<file path="src/rtl/violation_event_logger.sv">
// violation_event_logger: mode-gated violation detector with timestamped FWFT event FIFO.
// Define VIOL_LOGGER_EDGE_ONLY_EN to detect only rising edges of chk_sig.
module violation_event_logger #(
  parameter int DEPTH = 8,
  parameter int TS_W  = 16,
  parameter int CNT_W = 8
) (
  input  logic             clk,
  input  logic             rst_n,
  input  logic             chk_sig,
  input  logic             cmd_valid,
  input  logic [1:0]       cmd_code,
  output logic [1:0]       mode,
  output logic             viol_pulse,
  output logic             evt_valid,
  input  logic             evt_ready,
  output logic [TS_W-1:0]  evt_ts,
  output logic [CNT_W-1:0] viol_count,
  output logic             overflow,
  input  logic             ovf_clr
);
  localparam int AW = $clog2(DEPTH);
  typedef enum logic [1:0] {OFF = 2'b00, ON = 2'b01, FROZEN = 2'b10} mode_t;
  mode_t state, state_nx, saved, saved_nx;
  logic [TS_W-1:0] ts;
  logic [TS_W-1:0] mem [DEPTH];
  logic [AW:0] wptr, rptr;
  logic detect, empty, full, pop, push, drop;
  always_ff @(posedge clk or negedge rst_n)
    if (!rst_n) begin
      state <= OFF;
      saved <= OFF;
    end else begin
      state <= state_nx;
      saved <= saved_nx;
    end
  always_comb begin
    state_nx = state;
    saved_nx = saved;
    if (cmd_valid)
      case (cmd_code)
        2'b00: begin
          state_nx = OFF;
          saved_nx = OFF;
        end
        2'b01: state_nx = ON;
        2'b10: begin
          state_nx = FROZEN;
          saved_nx = (state == FROZEN) ? saved : state;
        end
        default: state_nx = (state == FROZEN) ? saved : state;
      endcase
  end
`ifdef VIOL_LOGGER_EDGE_ONLY_EN
  logic chk_prev;
  always_ff @(posedge clk or negedge rst_n)
    if (!rst_n) chk_prev <= 1'b0;
    else        chk_prev <= chk_sig;
  assign detect = (state == ON) && chk_sig && !chk_prev;
`else
  assign detect = (state == ON) && chk_sig;
`endif
  assign mode  = state;
  assign empty = (wptr == rptr);
  assign full  = (wptr[AW] != rptr[AW]) && (wptr[AW-1:0] == rptr[AW-1:0]);
  assign pop   = !empty && evt_ready;
  // a full FIFO still accepts a push when the head leaves in the same cycle
  assign push  = detect && (!full || pop);
  assign drop  = detect && full && !pop;
  assign evt_valid = !empty;
  assign evt_ts    = empty ? '0 : mem[rptr[AW-1:0]];
  always_ff @(posedge clk)
    if (push) mem[wptr[AW-1:0]] <= ts;
  always_ff @(posedge clk or negedge rst_n)
    if (!rst_n) begin
      ts         <= '0;
      wptr       <= '0;
      rptr       <= '0;
      viol_pulse <= 1'b0;
      viol_count <= '0;
      overflow   <= 1'b0;
    end else begin
      ts         <= (state == FROZEN) ? ts : ts + TS_W'(1);
      wptr       <= push ? wptr + (AW+1)'(1) : wptr;
      rptr       <= pop ? rptr + (AW+1)'(1) : rptr;
      viol_pulse <= detect;
      viol_count <= (detect && viol_count != '1) ? viol_count + CNT_W'(1) : viol_count;
      overflow   <= drop ? 1'b1 : ovf_clr ? 1'b0 : overflow;
    end
endmodule

</file>
<file path="config.mk">
export PLATFORM = sky130hd
export DESIGN_NAME = violation_event_logger
export DESIGN_NICKNAME = d
export VERILOG_FILES = /design/src/rtl/violation_event_logger.sv
export SDC_FILE = /design/constraint.sdc
export NUM_CORES = 1
export LEC_CHECK = 0
export BUFFER_PORTS_ARGS = -buffer_cell sky130_fd_sc_hd__buf_2
export CORE_UTILIZATION = 40
export DETAILED_ROUTE_END_ITERATION = 6
export HOLD_SLACK_MARGIN = 0.15
export MAX_ROUTING_LAYER = met4
export PLACE_DENSITY = 0.61
export SYNTH_ARGS = -nofsm -noshare
export SYNTH_HDL_FRONTEND = slang
export SYNTH_SLANG_ARGS = --single-unit
export TNS_END_PERCENT = 20
</file>
<file path="constraint.sdc">
create_clock -name clk -period 3.6 [get_ports clk]
set_input_delay 0.18 -clock clk [delete_from_list [all_inputs] [get_ports clk]]
set_output_delay 0.18 -clock clk [all_outputs]
set_load 0.03 [all_outputs]
</file>
==> summary.txt, run 1 <==
Worst setup path
  – CP Data Arrival Time: 2.42 ns
  – CP startpoint kind: flip-flop
  – CP Max Fanout: 35
  – WS Path Type: reg2out
  – Critical-path cell list: buf_4 -> mux4_2 -> mux2i_1 -> nor2_1 -> buf_2
  – Critical Path Slowest Stage Cell: mux4_2
  – RR Endpoint: mem[6][7]
  – Reg2reg setup slack: 1.05 ns
  – Largest delay contributor family on the critical path: multiplexers
  – Critical path capture point type: primary output
  – Worst EP required: 3.42 ns
  – Register-to-Register Path Depth: 4
  – CP max stage delay: 0.58 ns
  – WP buf/inv: 2
  – Critical R2R Launch: mode[1]

Yosys
  – Register area share after synthesis: 0.707
  – Predominant post-synthesis flop cell: edfxtp_1
  – Main area contributors after synthesis: edfxtp_1, dfrtp_1, mux4_2
  – Cell variety after synth: 46
  – Avg Inst Size Synth: 18.0 µm²
  – Count of flip-flops with a built-in enable after synthesis: 128
  – Mapped Cells: 377
  – Async set-reset flop share out of synthesis: 0.229
  – Yosys reg bits: 166
  – Cell Area, Synth: 6780 µm²
  – Share of the synthesized area in the top cell type: 0.567
  – Top cells by count, synth: edfxtp_1, dfrtp_1, mux4_2
  – Count leader, synth: edfxtp_1
  – Synth area leader: edfxtp_1
  – Post-synth net total: 389
  – Yosys warning total: 0

Clocking
  – Clk slew on worst S/H paths: 0.07 ns
  – Clk root buf: clkbuf_16
  – Clk Latency, worst-skew pair: 0.42 ns
  – Number of CTS-inserted buffers: 17
  – Sink Count: 166
  – Clk buf depth: 2
  – H-tree level count: 4
  – CTS tree: built
  – Postcts setup bufs: 0

Finish
  – Number of diodes: 0
  – Final Instance Count excl. Fillers: 669
  – Fillers: 1412
  – Share of cells above drive strength 1: 0.296
  – Layout overhead on the synthesized area: 16.4%
  – Util after Layout: 0.476
  – Post-Layout Inst Area: 7890 µm²
  – Layout net count: 448

STA
  – Least-Margin Pin Slew: 0.928 ns
  – Final setup violation count: 0
  – Final Cycle Share: 0.722
  – Clk_skew: 0.0116 ns
  – Max Slew Vio Count: 0
  – Fin Hold WS: 0.250 ns
  – Final hold viol count: 0
  – Normalized max-slew margin: 0.379
  – Crit path time final: 2.60 ns
  – Final Worst Setup Slack: 1.00 ns
  – Total negative slack: 0 ns
  – Max Freq: 385 MHz
  – Setup repair after global routing missed its margin: false

Placement
  – Placer Congestion: 0.748
  – Placed Area: 7250 µm²
  – # port buffers: 36
  – Detailed placement HPWL: 7190 µm
  – Placed Cells: 629
  – Pre-CTS WS: 1.02 ns

Floorplanning
  – Die width: 132 µm
  – Num ports: 37
  – Die area: 17500 µm²
  – CORE AREA: 16600 µm²
  – Initial core utilization: 0.409
  – # rows: 47
  – Die height: 132 µm

Power and ir drop
  – Peak supply drop: 511 µV
  – Tot Pwr: 6.30 mW
  – Leakage Power: 2.93 nW
  – PwrDens: 799 nW/µm²

Routing
  – Final WL: 12300 µm
  – Drt first-iter violations: 283
  – DR pass1 iterations: 4
  – Vias: 3415
  – Remaining antenna violation count: 0
  – Vias/cell: 5.10
  – DRC viols: 0
  – Routed wire per std cell: 18.3 µm

GRT
  – GRT Resource Usage Total: 0.159
  – Vias in the first global route: 3513
  – Initial antenna violation count: 0
  – GRT overflow: 0
  – Largest net degree at the start of global routing: 39
  – First-pass GRT wire length: 20000 µm

Min path
  – HP Start: chk_sig
  – Min-Delay Path Class: in2reg
  – Endpoint, Worst Hold: viol_pulse
  – Hold Path Cell Cnt: 2

Outcome
  – Status: complete, no violations

Flow run
  – Max Cap Viol: 0
-- sequential cells by signal (all words and copies together) (netlist names) --
name,count
mem,128
ts,16
viol_count,8
rptr,4
wptr,4
mode,2
saved,2
overflow,1
viol_pulse,1
-- cell usage in the layout (no fill, tap or decap), drive strengths merged, types with 5 or more instances in the layout --
cell,n
dlygate4sd3,8
nor3,10
inv,7
xnor2,18
nand3,8
buf,49
edfxtp,128
nor2,24
a21oi,7
clkinv,9
nand4,6
nand2b,5
dfrtp,38
mux2i,17
mux4,32
nand2,14
mux2,5
xor2,8
clkbuf,20
-- metal layers --
layer / wire length, µm / track usage / up-vias
met5: 0 / - / -
met4: 72 / 0.0441 / 0
met3: 409 / 0.0415 / 6
met2: 5930 / 0.243 / 60
met1: 5850 / 0.211 / 1766
li1: - / - / 1583
-- power breakdown --
part	switching (mW)	leakage, nW	internal [mW]
clock	0.721	0.276	0.985
sequential	0.272	1.71	2.36
combinational	1.17	0.946	0.790
total	2.17	2.93	4.13
-- cell families after synthesis --
logic type / count (synthesis) / synth area share
AO/OA/AOI/OAI: 20 / 0.0210
XOR/XNOR: 26 / 0.0369
adder cells (fa/ha/maj): 4 / 0.00738
buffers and inverters: 24 / 0.0209
flip-flops: 166 / 0.707
multiplexers: 54 / 0.140
AND/OR/NAND/NOR: 83 / 0.0666
-- worst reg2reg max path, cell delays in order, from the launching register on --
cell	delay (ns)
dfrtp_1	0.43
and3b_1	0.50
o211ai_1	0.24
nor2_1	0.77
buf_4	0.32
-- worst max path at each step --
stage / startpoint / end / slack [ns] / cells after the start
6_report: rptr[0] / evt_ts[8] / 1.00 / 5
5_1_grt: rptr[0] / evt_ts[5] / 0.76 / 5
4_1_cts: rptr[0] / evt_ts[8] / 0.91 / 5
3_5_place_dp: mode[1] / mem[6][7] / 1.02 / 4
3_3_place_gp: mode[1] / mem[6][12] / 1.12 / 4
2_1_floorplan: mode[1] / mem[0][0] / 0.58 / 4
-- repair_timing --
action,4_1_cts,5_1_grt
hold endpoints to repair,46,0
gates resized for setup,0,0
hold buffers,8,0
-- final cells by class --
type | instances | area (µm²) | area share
well taps | 220 | 275 | 0.0349
repair buffers | 57 | 358 | 0.0454
flip-flops and latches | 166 | 4800 | 0.608
inverters | 7 | 26.3 | 0.00333
multi-input cells | 187 | 1870 | 0.237
clock inverters | 12 | 105 | 0.0133
clock buffers | 20 | 457 | 0.0579
No activity file was read; power rests on OpenSTA's default activity.
==> run 2: changes to the inputs <==
--- a/config.mk
+++ b/config.mk
@@ -5,6 +5,7 @@
 export SDC_FILE = /design/constraint.sdc
 export NUM_CORES = 1
 export LEC_CHECK = 0
+export ABC_AREA = 1
 export BUFFER_PORTS_ARGS = -buffer_cell sky130_fd_sc_hd__buf_2
 export CORE_UTILIZATION = 40
 export DETAILED_ROUTE_END_ITERATION = 6
==> constraint.sdc (replaced) <==
create_clock -name clk -period 2.4 [get_ports clk]
set_input_delay 0.12 -clock clk [delete_from_list [all_inputs] [get_ports clk]]
set_output_delay 0.12 -clock clk [all_outputs]
set_load 0.03 [all_outputs]
==> summary.txt, run 2 <==
Yosys
  – Top cells by count, synth: nor2_1, edfxtp_1, nand2_1 (was edfxtp_1, dfrtp_1, mux4_2)
  – Avg Inst Size Synth: 11.2 µm² (was 18.0 µm²)
  – Predominant post-synthesis flop cell: edfxtp_1 (unchanged)
  – Share of the synthesized area in the top cell type: 0.544 (was 0.567)
  – Cell variety after synth: 34 (was 46)
  – Count leader, synth: nor2_1 (was edfxtp_1)
  – Yosys warning total: 0 (unchanged)
  – Register area share after synthesis: 0.678 (was 0.707)
  – Main area contributors after synthesis: edfxtp_1, dfrtp_1, nor2_1 (was edfxtp_1, dfrtp_1, mux4_2)
  – Cell Area, Synth: 7070 µm² (was 6780 µm²)
  – Post-synth net total: 641 (was 389)
  – Yosys reg bits: 166 (unchanged)
  – Synth area leader: edfxtp_1 (unchanged)
  – Async set-reset flop share out of synthesis: 0.229 (unchanged)
  – Mapped Cells: 629 (was 377)
  – Count of flip-flops with a built-in enable after synthesis: 128 (unchanged)

Floorplanning
  – Initial core utilization: 0.409 (about the same)
  – Num ports: 37 (unchanged)
  – Die area: 18200 µm² (was 17500 µm²)
  – Die height: 135 µm (was 132 µm)
  – Die width: 135 µm (was 132 µm)
  – # rows: 48 (was 47)
  – CORE AREA: 17300 µm² (was 16600 µm²)

Min path
  – Min-Delay Path Class: in2async (was in2reg)

Routing
  – DR pass1 iterations: 6 (was 4)
  – Final WL: 14600 µm (was 12300 µm)
  – Drt first-iter violations: 258 (was 283)
  – Routed wire per std cell: 15.9 µm (was 18.3 µm)
  – Vias: 4657 (was 3415)
  – DRC viols: 0 (unchanged)
  – Vias/cell: 5.06 (was 5.10)
  – Remaining antenna violation count: 0 (unchanged)

Finish
  – Share of cells above drive strength 1: 0.149 (was 0.296)
  – Number of diodes: 0 (unchanged)
  – Fillers: 1560 (was 1412)
  – Layout overhead on the synthesized area: 15.3% (was 16.4%)
  – Most common cell after layout, fill and taps aside: nor2_1 (was edfxtp_1)
  – Highest-count cells in the layout ignoring fill and taps: nor2_1, edfxtp_1, nand2_1, o21ai_0, dfrtp_1 (was edfxtp_1, dfrtp_1, buf_2, mux4_2, nor2_1)
  – Final Instance Count excl. Fillers: 921 (was 669)
  – Number of flip-flops in the largest register: 128 (unchanged)
  – Layout net count: 695 (was 448)

Clocking
  – Sink Count: 166 (unchanged)
  – CTS tree: built (unchanged)
  – Number of CTS-inserted buffers: 17 (unchanged)
  – Clk Latency, worst-skew pair: 0.42 ns (about the same)
  – Clk buf depth: 2 (unchanged)
  – Clk root buf: clkbuf_16 (unchanged)
  – H-tree level count: 4 (unchanged)
  – Clk slew on worst S/H paths: 0.06 ns (was 0.07 ns)

Power and ir drop
  – Logic gate share of total power: 0.370 (was 0.312)
  – Tot Pwr: 10.2 mW (was 6.30 mW)
  – PwrDens: 1250 nW/µm² (was 799 nW/µm²)
  – Sw Share: 0.402 (was 0.344)
  – Reg power frac: 0.381 (was 0.417)
  – Leakage Power: 3.29 nW (was 2.93 nW)
  – Cell-internal power: 6.08 mW (was 4.13 mW)
  – Peak supply drop: 900 µV (was 511 µV)
  – Clock group share of total power: 0.249 (was 0.271)
  – NetSw: 4.09 mW (was 2.17 mW)

STA
  – Max Slew Vio Count: 0 (unchanged)
  – Fin Hold WS: 0.219 ns (was 0.250 ns)
  – Max Freq: 458 MHz
  – Clk_skew: 0.00962 ns (was 0.0116 ns)
  – Least-Margin Pin Slew: 0.642 ns (was 0.928 ns)
  – Total negative slack: 0 ns (unchanged)
  – Crit path time final: 2.18 ns
  – Setup repair after global routing missed its margin: false (unchanged)
  – Final setup violation count: 0 (unchanged)
  – Final hold viol count: 0 (unchanged)
  – Normalized max-slew margin: 0.572 (was 0.379)
  – Final Cycle Share: 0.910

GRT
  – GRT Resource Usage Total: 0.178 (was 0.159)
  – Vias in the first global route: 4556 (was 3513)
  – GRT overflow: 0 (unchanged)
  – Initial antenna violation count: 0 (unchanged)
  – Largest net degree at the start of global routing: 66 (was 39)
  – First-pass GRT wire length: 23500 µm (was 20000 µm)

Placement
  – Placer Congestion: 0.807 (was 0.748)
  – Detailed placement HPWL: 8740 µm (was 7190 µm)
  – # port buffers: 36 (unchanged)
  – Placed Cells: 879 (was 629)

Worst setup path
  – CP max stage delay: 0.43 ns (was 0.58 ns)
  – Worst EP required: 2.28 ns (was 3.42 ns)
  – Critical path capture point type: primary output (unchanged)
  – WP buf/inv: 3 (was 2)
  – Largest delay contributor family on the critical path: buffers and inverters (was multiplexers)
  – Critical Path Slowest Stage Cell: dfrtp_2 (was mux4_2)
  – Register-to-Register Path Depth: 5 (was 4)
  – CP Depth: 7 (was 5)
  – CP Data Arrival Time: 2.06 ns (was 2.42 ns)
  – CP Max Fanout: 65 (was 35)
  – Critical-path cell list: inv_2 -> buf_6 -> o21ai_0 -> o22ai_1 -> nor2_1 -> nor2_1 -> buf_2 (was buf_4 -> mux4_2 -> mux2i_1 -> nor2_1 -> buf_2)
  – Most used cell, CP: nor2_1
  – CP startpoint kind: flip-flop (unchanged)
  – WS Path Type: reg2out (unchanged)

Outcome
  – Status: complete, no violations (unchanged)

Flow run
  – Max Cap Viol: 0 (unchanged)
run 2: cells by family (layout without fill, tap and decap cells):
logic type / Yosys count / after routing / synth area share
XOR/XNOR: 21 / 21 / 0.0271
AO/OA/AOI/OAI: 109 / 109 / 0.0870
flip-flops: 166 / 166 / 0.678
buffers and inverters: 60 / 127 / 0.0416
AND/OR/NAND/NOR: 269 / 269 / 0.159
adder cells (fa/ha/maj): 4 / 4 / 0.00708
run 2: worst paths after layout:
kind | start | to | slack, ns
max reg2reg | mode[1] | mem[7][5] | 0.51
min | rst_n | viol_count[1] | 0.22
min in group clk | rptr[3] | rptr[3] | 0.50
min reg2reg | rptr[3] | rptr[3] | 0.50
max | rptr[0] | evt_ts[0] | 0.22
max in group asynchronous | rst_n | ts[13] | 1.57
run 2: metrics by stage:
| stage | worst slack, ns | utilization | area [µm²] |
|---|---|---|---|
| global placement | 0.511 | 0.433 | 7490 |
| global route | 0.0432 | 0.471 | 8150 |
| CTS | 0.0113 | 0.471 | 8150 |
| floorplan | 0.280 | - | 7070 |
| finish | 0.215 | 0.471 | 8150 |
| detailed placement | 0.451 | 0.433 | 7490 |
run 2: what timing repair did:
action | in CTS | in global routing
resized for setup | 0 | 1
endpoints found under the hold margin | 34 | 0
setup endpoints to repair | 0 | 16
hold buffers | 10 | 0
buffers inserted | 0 | 0
run 2: layout make-up:
cell class | count | area, µm² | share of cell area
Inverter | 32 | 123 | 0.0150
Tap cell | 225 | 282 | 0.0345
Timing Repair Buffer | 63 | 412 | 0.0505
Clock buffer | 18 | 429 | 0.0527
Multi-Input combinational cell | 403 | 1980 | 0.243
Clock inverter | 14 | 126 | 0.0155
Sequential cell | 166 | 4800 | 0.588
run 2: power by group through the flow:
stage | clock, mW | sequential (mW) | combinational [mW]
floorplan | 0 | 3.90 | 2.83
global placement | 0 | 3.91 | 3.71
detailed placement | 0 | 3.93 | 3.76
CTS | 2.58 | 3.87 | 3.79
global route | 2.69 | 3.92 | 4.16
finish | 2.54 | 3.87 | 3.76
run 2: metal layers:
layer	vias to the layer above	part of all wire	GRT usage	wire (µm)
li1	2274	-	-	-
met5	-	0	-	0
met3	13	0.043	0.0394	624
met1	2270	0.46	0.227	6770
met4	0	0.013	0.0581	187
met2	100	0.48	0.283	7030
run 2: worst register-to-register path, delay by kind of cell, from the launching register on:
family	cells	cell delay, ns
buf+inv	2	0.58
simple gates	3	0.50
flops	1	0.44
